`src/rtl/intr_controller.sv`:
```
// Push-button interrupt controller: synchronize, debounce, latch presses as sticky
// pending flags, and hand one masked, fixed-priority request at a time to the CPU.
module intr_controller #(
  parameter int DEBOUNCE_CYCLES = 16
) (
  input  logic       clk,
  input  logic       reset,
  input  logic [3:0] buttons,
  input  logic [3:0] intr_mask,
  input  logic       intr_ack,
  output logic [7:0] intr,
  output logic [3:0] pending,
  output logic       busy
);

  localparam int CNT_W = (DEBOUNCE_CYCLES > 1) ? $clog2(DEBOUNCE_CYCLES) : 1;
  localparam logic [CNT_W-1:0] CNT_LAST = CNT_W'(DEBOUNCE_CYCLES - 1);

  typedef enum logic [1:0] {
    IDLE     = 2'd0,
    REQ      = 2'd1,
    ACK_WAIT = 2'd2
  } state_t;

  logic [3:0]       sync_p0;
  logic [3:0]       sync_p1;
  logic [3:0]       deb;
  logic [3:0]       deb_d;
  logic [3:0]       armed;
  logic [CNT_W-1:0] cnt [4];
  logic [1:0]       settle;
  logic             settled;
  logic [3:0]       press;
  logic [3:0]       cand;
  logic [3:0]       clr;
  logic [1:0]       idx;
  logic [1:0]       idx_next;
  logic [7:0]       intr_next;
  state_t           state;
  state_t           state_next;

  function automatic logic [1:0] lowest_set(input logic [3:0] v);
    logic [1:0] r;
    r = 2'd0;
    for (int i = 3; i >= 0; i--) begin
      if (v[i]) r = 2'(i);
    end
    return r;
  endfunction

  // Stage p0/p1: two-flop synchronizer, idle level is released (1)
  always_ff @(posedge clk or negedge reset) begin
    if (!reset) begin
      sync_p0 <= '1;
      sync_p1 <= '1;
    end else begin
      sync_p0 <= buttons;
      sync_p1 <= sync_p0;
    end
  end

  // Debounce: level only follows after DEBOUNCE_CYCLES consecutive differing samples
  always_ff @(posedge clk or negedge reset) begin
    if (!reset) begin
      for (int i = 0; i < 4; i++) cnt[i] <= '0;
      deb <= '1;
    end else begin
      for (int i = 0; i < 4; i++) begin
        if (sync_p1[i] == deb[i]) begin
          cnt[i] <= '0;
        end else if (cnt[i] == CNT_LAST) begin
          deb[i] <= sync_p1[i];
          cnt[i] <= '0;
        end else begin
          cnt[i] <= cnt[i] + CNT_W'(1);
        end
      end
    end
  end

  // A source only arms once it has been seen released after the synchronizer has
  // flushed its reset value, so a button held through reset cannot fake a press.
  assign settled = (settle == 2'd3);

  always_ff @(posedge clk or negedge reset) begin
    if (!reset) begin
      settle <= '0;
      armed  <= '0;
      deb_d  <= '1;
    end else begin
      if (!settled) settle <= settle + 2'd1;
      armed <= armed | ({4{settled}} & deb & sync_p1);
      deb_d <= deb;
    end
  end

  assign press = deb_d & ~deb & armed;

  // Set takes priority over the acknowledge clear so a coincident press survives
  always_ff @(posedge clk or negedge reset) begin
    if (!reset) pending <= '0;
    else        pending <= (pending & ~clr) | press;
  end

  assign cand = pending & intr_mask;

  always_comb begin
    state_next = state;
    intr_next  = intr;
    idx_next   = idx;
    clr        = '0;
    case (state)
      IDLE: begin
        intr_next = '0;
        if (cand != '0) begin
          idx_next   = lowest_set(cand);
          intr_next  = 8'h01 << lowest_set(cand);
          state_next = REQ;
        end
      end
      REQ: begin
        if (intr_ack) begin
          clr        = 4'b0001 << idx;
          intr_next  = '0;
          state_next = ACK_WAIT;
        end
      end
      ACK_WAIT: begin
        intr_next = '0;
        if (!intr_ack) state_next = IDLE;
      end
      default: begin
        intr_next  = '0;
        state_next = IDLE;
      end
    endcase
  end

  always_ff @(posedge clk or negedge reset) begin
    if (!reset) begin
      state <= IDLE;
      intr  <= '0;
      idx   <= '0;
      busy  <= 1'b0;
    end else begin
      state <= state_next;
      intr  <= intr_next;
      idx   <= idx_next;
      busy  <= (state_next != IDLE);
    end
  end

endmodule

```
`config.mk`:
```
export PLATFORM = sky130hd
export DESIGN_NAME = intr_controller
export DESIGN_NICKNAME = d
export VERILOG_FILES = /design/src/rtl/intr_controller.sv
export SDC_FILE = /design/constraint.sdc
export NUM_CORES = 1
export LEC_CHECK = 0
export ABC_AREA = 1
export CAP_MARGIN = 25
export CORE_MARGIN = 2
export CORE_UTILIZATION = 45
export CTS_BUF_LIST = sky130_fd_sc_hd__clkbuf_2
export DETAILED_ROUTE_END_ITERATION = 6
export PLACE_DENSITY = 0.67
export SETUP_SLACK_MARGIN = 0.3
export SLEW_MARGIN = 20
export SYNTH_ARGS = -nofsm -noshare
export SYNTH_HDL_FRONTEND = slang
export SYNTH_SLANG_ARGS = --single-unit
```
`constraint.sdc`:
```
create_clock -name clk -period 1.3 [get_ports clk]
set_input_delay 0.195 -clock clk [delete_from_list [all_inputs] [get_ports clk]]
set_output_delay 0.195 -clock clk [all_outputs]
set_load 0.1 [all_outputs]
```
# Word level (Yosys, flattened, before mapping)
# Index checks and enable logic that the tools add are counted.
# word_totals
inputBits,11
out_inout_bits,13
latch_bits,0
mem_bits_ro,0
mem_count,0
elab_cells,82
register_bits,55
ramBits,0
# op_classes
reduce_logical,8
div_mod_pow,0
add_sub_neg,5
muxes,23
shift,2
bitwise,14
eq_ne,12
n_mul,0
n_lt_le_gt_ge,0
# op_table
cell,count
$mux 4,10
$and 4x4->4,6
$mux 2,9
$add 4x1->4 const B,4
$eq 4x4->1 const B,4
$mux 8,2
$pmux 8 s2,1
$reduce_and 2->1,5
$not 4->4,2
$or 4x4->4,2
$shl 1x2->8 const A,1
$pmux 2 s3,1
$eq 1x1->1,4
$eq 2x2->1 const B,2
$not 1->1,4
$reduce_bool 4->1,1
$shl 1x2->4 const A,1
$add 2x1->2 const B,1
$eq 2x1->1 const B,1
$logic_not 2->1,1
$ne 2x2->1 const B,1
$reduce_bool 2->1,1

# Logic depth before layout (Yosys ltp)
# Gate-level depths: netlist (run 1).
# depth
ltp_word,10
ltp_mapped,6

# Worst setup path before layout (run 1)
# OpenSTA, ideal clock, no wires.
# synth_path
path_type,register to register
start,register pending[0]
end,register idx[0]
stages_incl_launch_ff,7
path_slack_ns,-0.293
n_path_buf,0
arrival_time_ns,1.528
required_time_ns,1.235
period_less_slack_ns,1.593
cell_sequence,dfrtp_1 nand2_1 nand2_1 nand2_1 nand2_1 nand3_1 nand2_1
# synth_via
elab_chain_len,3
# synth_lines
item,line,text
"start, declared",12,"output logic [3:0] pending,"
"start signal, assigned",102,else pending <= (pending & ~clr) | press;
$and 4x4->4 *,105,assign cand = pending & intr_mask;
$reduce_bool 4->1,115,if (cand != '0) begin
$reduce_and 2->1 (no line),-,
"end signal, assigned",148,idx <= idx_next;
"end, declared",36,logic [1:0] idx;
# Mark *: on every way between the ends. The rest lies on a longest branch, timed or not.
# A chain may end at the register's enable or synchronous reset.

# Worst setup path in the final report (run 1)
# layout_path
start,register pending[1]
end,output pending[1]
# No word-level cell between the ends.

==> qor.yml, run 1 <==
r2r_slack_ps: 90
vias: 1453
drive_above_1_share_pct: 55.8
antennaDiodeCount: 0
ys_seq_area_share_pct: 64.2
firstDrtPassIters: 4
cts_tree: "built"
drt_iter0_markers: 73
yosys_warnings: 0
synth_cell_types: 19
antenna_found_initial: 0
worstHoldPathType: "in2reg"
portBuffers: 19
grt.total_usage_pct: 16.3
drv_cap: 0
wl_per_cell_um: 13.6
crit_arrival_ps: 1160
nFillCells: 316
initial_utilization_pct: 46.7
root_buffer: "clkbuf_2"
worst_path_max_delay_cell: "dfrtp_4"
dieArea_mm2: 0.00504
gp_congestion: 0.753
post-route-util_pct: 67.9
path_clk_slew_ps: 250
nNetsFinal: 257
met3_usage_pct: 3.42
rows: 24
clkLatencyLatePin_ps: 430
p_leak_nw: 1.32
min_period_over_period_pct: 104
powerDensity_mw_per_mm2: 1780
io_pins: 24
flow.area_growth_from_synthesis_pct: 45.5
netlist_area_mm2: 0.00202
fin_crit_ps: 1360
rsz0062_at_grt: "true"
ys.flop_type: "dfrtp_1"
status: "complete, but fails checks"
drc: 0
grt_pass1_vias: 1422
core_area_mm2: 0.00432
synth-edff-count: 0
maxSlewViolCount: 0
critPathBufInv: 1
fin_ws_ps: -57.5
synth.top_cell.area_share_pct: 43.4
h-tree-depth: 2
clock_path_buffers: 2
cpPeakStageDelay_ps: 560
grt_max_degree: 37
finalHoldViolations: 0
clock_sinks: 51
final-setup-viol-count: 4
synthTopCellsByCount: "40 x nand2_1, 35 x dfrtp_1, 29 x nand3_1"
yosysMostFrequentCell: "nand2_1"
die_y_um: 71.0
grt_pass1_wl_um: 6310
violations: "setup timing"
yosysTopAreaCell: "dfrtp_1"
synth_seq_cells: 51
grt_busiest_layer: "met2"
syn_avg_cell_area_um2: 10.4
dp_hpwl_um: 2280
critPathMaxFanout: 2
crit_chain: "buf_12"
fmax_mhz: 737
path_delay_family: "flip-flops"
ir_worst_vdd_v: 0.000784
wl_um: 4010
async_flop_share_pct: 100
yosys-top-cells-area: "dfrtp_1 43%, dfstp_2 21%, nand2_1 7.4%"
worstSetupPathType: "reg2out"
met1_usage_pct: 21.1
overflow: 0
routed_via_density: 4.94
crit_required_ps: 1110
ant_nets: 0
synthCells: 194
power_mw: 5.22
end_kind: "output pin"
clock_skew_ps: 11.0
cp-start-kind: "register"
cts_buffers: 5
grtUsageMet2_pct: 26.1
die_w_um: 71.0
[timing repair]
action                                 4_1_cts  5_1_grt
hold buffers                                 1        0
pin swaps                                   11       25
setup endpoints to repair                   33       45
endpoints found under the hold margin       39        0
setup buffers                               11        9
resized for setup                           20       72
[kinds of logic (layout without fill, tap and decap cells)]
family                   count (synthesis)  in the layout  synth area share [%]
AND/OR/NAND/NOR                         88             88                  19.0
flip-flops                              51             51                  64.2
buffers and inverters                   24             69                  5.20
AO/OA/AOI/OAI                           16             16                  4.46
XOR/XNOR                                 9              9                  3.90
adder cells (fa/ha/maj)                  5              5                  3.10
other                                    1              4                 0.186
[placed cells by master, fill, tap and decap left out, types with 9 or more instances in the layout]
master	instances
dfrtp_1	25
nand2_1	21
dfstp_2	16
buf_4	15
nand3_1	13
nand2_2	12
inv_1	10
inv_2	10
nand3_2	10
buf_12	10
clkdlybuf4s50_1	9
[per-stage QoR]
stage | TNS [ps] | hold WS [ps] | instance area, µm² | cells | worst slack, ps
CTS | -314 | 120 | 2640 | 285 | -89.7
finish | -213 | 136 | 2940 | 294 | -57.5
global route | -685 | 83.1 | 2940 | 294 | -127
detailed placement | 0 | 136 | 2400 | 265 | 87.0
floorplan | 0 | -101 | 2070 | 197 | 141
global placement | 0 | 133 | 2400 | 265 | 96.1
[per-layer routing]
metal  wire (µm)  vias up
li1            -      705
met1        1620      719
met3         136        5
met5           0        -
met4          54        0
met2        2200       24
[area by class of cell]
cell class              instances  area [µm²]  area share [%]
multi-input cells             122         941            32.0
inverters                      20        75.1            2.56
repair buffers                 41         474            16.1
clock inverters                 3        38.8            1.32
well taps                      52        65.1            2.21
flip-flops and latches         51        1320            44.9
clock buffers                   5        25.0           0.852
[final timing paths]
| kind | endpoint | from | cells after the start |
|---|---|---|---|
| worst min register to register | sync_p1[1]$_DFF_PN1_ | sync_p0[1]$_DFF_PN1_ | 0 |
| min in group asynchronous | intr[0]$_DFFE_PN0P_ | reset | 2 |
| worst min-delay path | sync_p0[1]$_DFF_PN1_ | buttons[1] | 1 |
| worst max-delay path | pending[1] | pending[1]$_DFF_PN0_ | 1 |
| max in group asynchronous | sync_p1[1]$_DFF_PN1_ | reset | 3 |
| worst max register to register | busy$_DFF_PN0_ | pending[3]$_DFF_PN0_ | 7 |
[sequential cells by signal, indices dropped and copies added (netlist names), 4 cells and up]
register,cells
deb_d,4
armed,4
cnt,16
deb,4
sync_p1,4
sync_p0,4
pending,4
intr,4
[power by group]
part	total (mW)	switching [mW]	internal (mW)
combinational	2.32	1.44	0.881
sequential	2.09	0.244	1.85
clock	0.803	0.487	0.316
total	5.22	2.17	3.04
No activity file was read; power rests on OpenSTA's default activity.
==> run 2: changes to the inputs <==
==> constraint.sdc (replaced) <==
create_clock -name clk -period 1.7 [get_ports clk]
set_input_delay 0.255 -clock clk [delete_from_list [all_inputs] [get_ports clk]]
set_output_delay 0.255 -clock clk [all_outputs]
set_load 0.1 [all_outputs]
==> run 2 against run 1 <==
The run now ends clean. Via count fell by 10%. Largest power group is now registers. Hold slack better by 94 ps. Final cell count decreased by 6.5%. Critical endpoint unchanged. Clock power down 46%. Non-clock buffer count down 19. Combinational power down 40%. Global-route usage is 2.3 points lower.
==> qor.yml, run 2 (synthesized netlist as in run 1, its figures left out) <==
status: "complete, no violations"
crit_required_ps: 1440  # +330 ps
worstHoldPathType: "in2reg"
wl_met1_um: 1440  # -11%
io_pins: 24  # unchanged
grt.total_usage_pct: 14.0  # -2.3 points
worst_path_max_delay_cell: "dfrtp_2"
clkPwrFrac_pct: 12.9  # -2.5 points
drt_iter0_markers: 78  # +6.8%
clock_skew_ps: 11.6  # +0.622 ps
overflow: 0  # unchanged
die_w_um: 71.0  # unchanged
end_kind: "output pin"
antenna_found_initial: 0  # unchanged
ir_worst_vdd_v: 0.000457  # -42%
wl_um: 2950  # -26%
crit_chain: "buf_12"
routed_via_density: 4.75  # -3.9%
grt_max_degree: 52  # +41%
p_leak_nw: 1.17  # -11%
dr_wl_met2_um: 1310  # -40%
place_ws_ps: 387  # +300 ps
final-setup-viol-count: 0  # -4
top_register: "cnt"
largest_register_ffs: 16  # unchanged
powerDensity_mw_per_mm2: 1390  # -22%
drv_cap: 0  # unchanged
final_common_cell: "nand2_1"
cts_buffers: 5  # unchanged
flow.area_growth_from_synthesis_pct: 19.9
cts_resized: 0  # -100%
tns_ps: 0  # +213 ps
cpPeakStageDelay_ps: 490  # -70 ps
clkLatencyLatePin_ps: 390  # -40 ps
pwr-share-comb_pct: 41.2  # -3.3 points
min_period_over_period_pct: 77.3
fin_crit_ps: 1310
crit_arrival_ps: 1060  # -100 ps
worstSetupPathType: "reg2out"
switching_share_pct: 42.0  # +0.37 points
firstDrtPassIters: 4  # unchanged
cts_tree: "built"
drc: 0  # unchanged
rows: 24  # unchanged
p_switching_mw: 1.41  # -35%
critPathMaxFanout: 3  # +1
clock_sinks: 51  # unchanged
routed.top_layer: "met4"
dp_hpwl_um: 2150  # -5.5%
vias: 1306  # -10%
path_clk_slew_ps: 220  # -30 ps
fin_ws_ps: 387  # +444 ps
ant_nets: 0  # unchanged
initial_utilization_pct: 46.7  # unchanged
final_cell_mix: "40 x nand2_1, 31 x dfrtp_1, 29 x nand3_1"
drive_above_1_share_pct: 18.8  # -37 points
rsz0062_at_grt: "true"
grt_pass1_wl_um: 5470  # -13%
die_y_um: 71.0  # unchanged
nNetsFinal: 238  # -7.4%
power_mw: 3.36  # -36%
wl_per_cell_um: 10.7  # -21%
portBuffers: 19  # unchanged
wl_met3_um: 145  # +6.6%
cell_internal_pwr_mw: 1.95  # -36%
clock_path_buffers: 2  # unchanged
cp-start-kind: "register"
h-tree-depth: 2  # unchanged
grt_pass1_vias: 1280  # -10%
power_frac_seq_pct: 45.9  # +5.8 points
finalHoldViolations: 0  # unchanged
maxSlewViolCount: 0  # unchanged
antennaDiodeCount: 0  # unchanged
root_buffer: "clkbuf_2"
gp_congestion: 0.758  # +0.64%
fmax_mhz: 761
critPathBufInv: 1  # unchanged
core_area_mm2: 0.00432  # unchanged
path_delay_family: "flip-flops"
dieArea_mm2: 0.00504  # unchanged
run 2: cell types whose count changed in the layout (fill, tap and decap cells not counted), sizes merged:
cell    before  now
clkbuf       5    6
buf         31   12
bufinv       1    0
run 2: timing repair:
item	CTS	global route
hold endpoints to repair	35	0
endpoints found under the setup margin	0	2
buffers inserted	0	1
hold buffers	1	0
run 2: per-stage QoR:
step | cells | area, µm² | util [%] | hold slack [ps]
2_1_floorplan | 197 | 2040 | - | -40.6
3_3_place_gp | 265 | 2370 | 54.7 | 262
3_5_place_dp | 265 | 2370 | 54.7 | 266
4_1_cts | 274 | 2410 | 55.8 | 182
5_1_grt | 275 | 2420 | 56.0 | 151
6_report | 275 | 2420 | 56.0 | 230
run 2: power by group through the flow:
stage               registers [mW]  clock network [mW]  logic, mW
floorplan                     2.07                   0      0.355
global placement              1.57                   0       1.36
detailed placement            1.57                   0       1.37
CTS                           1.55               0.469       1.38
global route                  1.57               0.516       1.48
finish                        1.54               0.434       1.39
run 2: path summary, 6_finish.rpt:
check                                      from              endpoint  slack [ps]  cells after the start
hold / removal                       buttons[3]  sync_p0[3]$_DFF_PN1_         230                      1
setup / recovery           pending[1]$_DFF_PN0_            pending[1]         390                      1
min in group asynchronous                 reset      cnt[5]$_DFF_PN0_         330                      3
max in group asynchronous                 reset    deb[0]$_DFFE_PN1P_        1080                      3
hold reg to reg            sync_p0[0]$_DFF_PN1_  sync_p1[0]$_DFF_PN1_         370                      0
setup reg to reg           pending[3]$_DFF_PN0_        busy$_DFF_PN0_         570                      7
run 2: area by class of cell:
| class | instances | area (µm²) |
|---|---|---|
| Clock inverter | 2 | 7.51 |
| Fill cell | 391 | 1900 |
| Multi-Input combinational cell | 122 | 629 |
| Inverter | 20 | 75.1 |
| Sequential cell | 51 | 1300 |
| Tap cell | 52 | 65.1 |
| Clock buffer | 6 | 30.0 |
| Timing Repair Buffer | 22 | 313 |
run 2: worst reg2reg max path: cells and delay by family, from the launching register on:
| kind | cells | cell delay, ps |
|---|---|---|
| flops | 1 | 480 |
| simple gates | 5 | 350 |
| buf+inv | 2 | 210 |
run 2: metal layers:
metal | global-route usage (%) | up-vias
met1 | 18.4 | 607
met4 | 5.66 | 0
met3 | 4.42 | 6
met5 | 0 | -
li1 | - | 667
met2 | 21.7 | 26
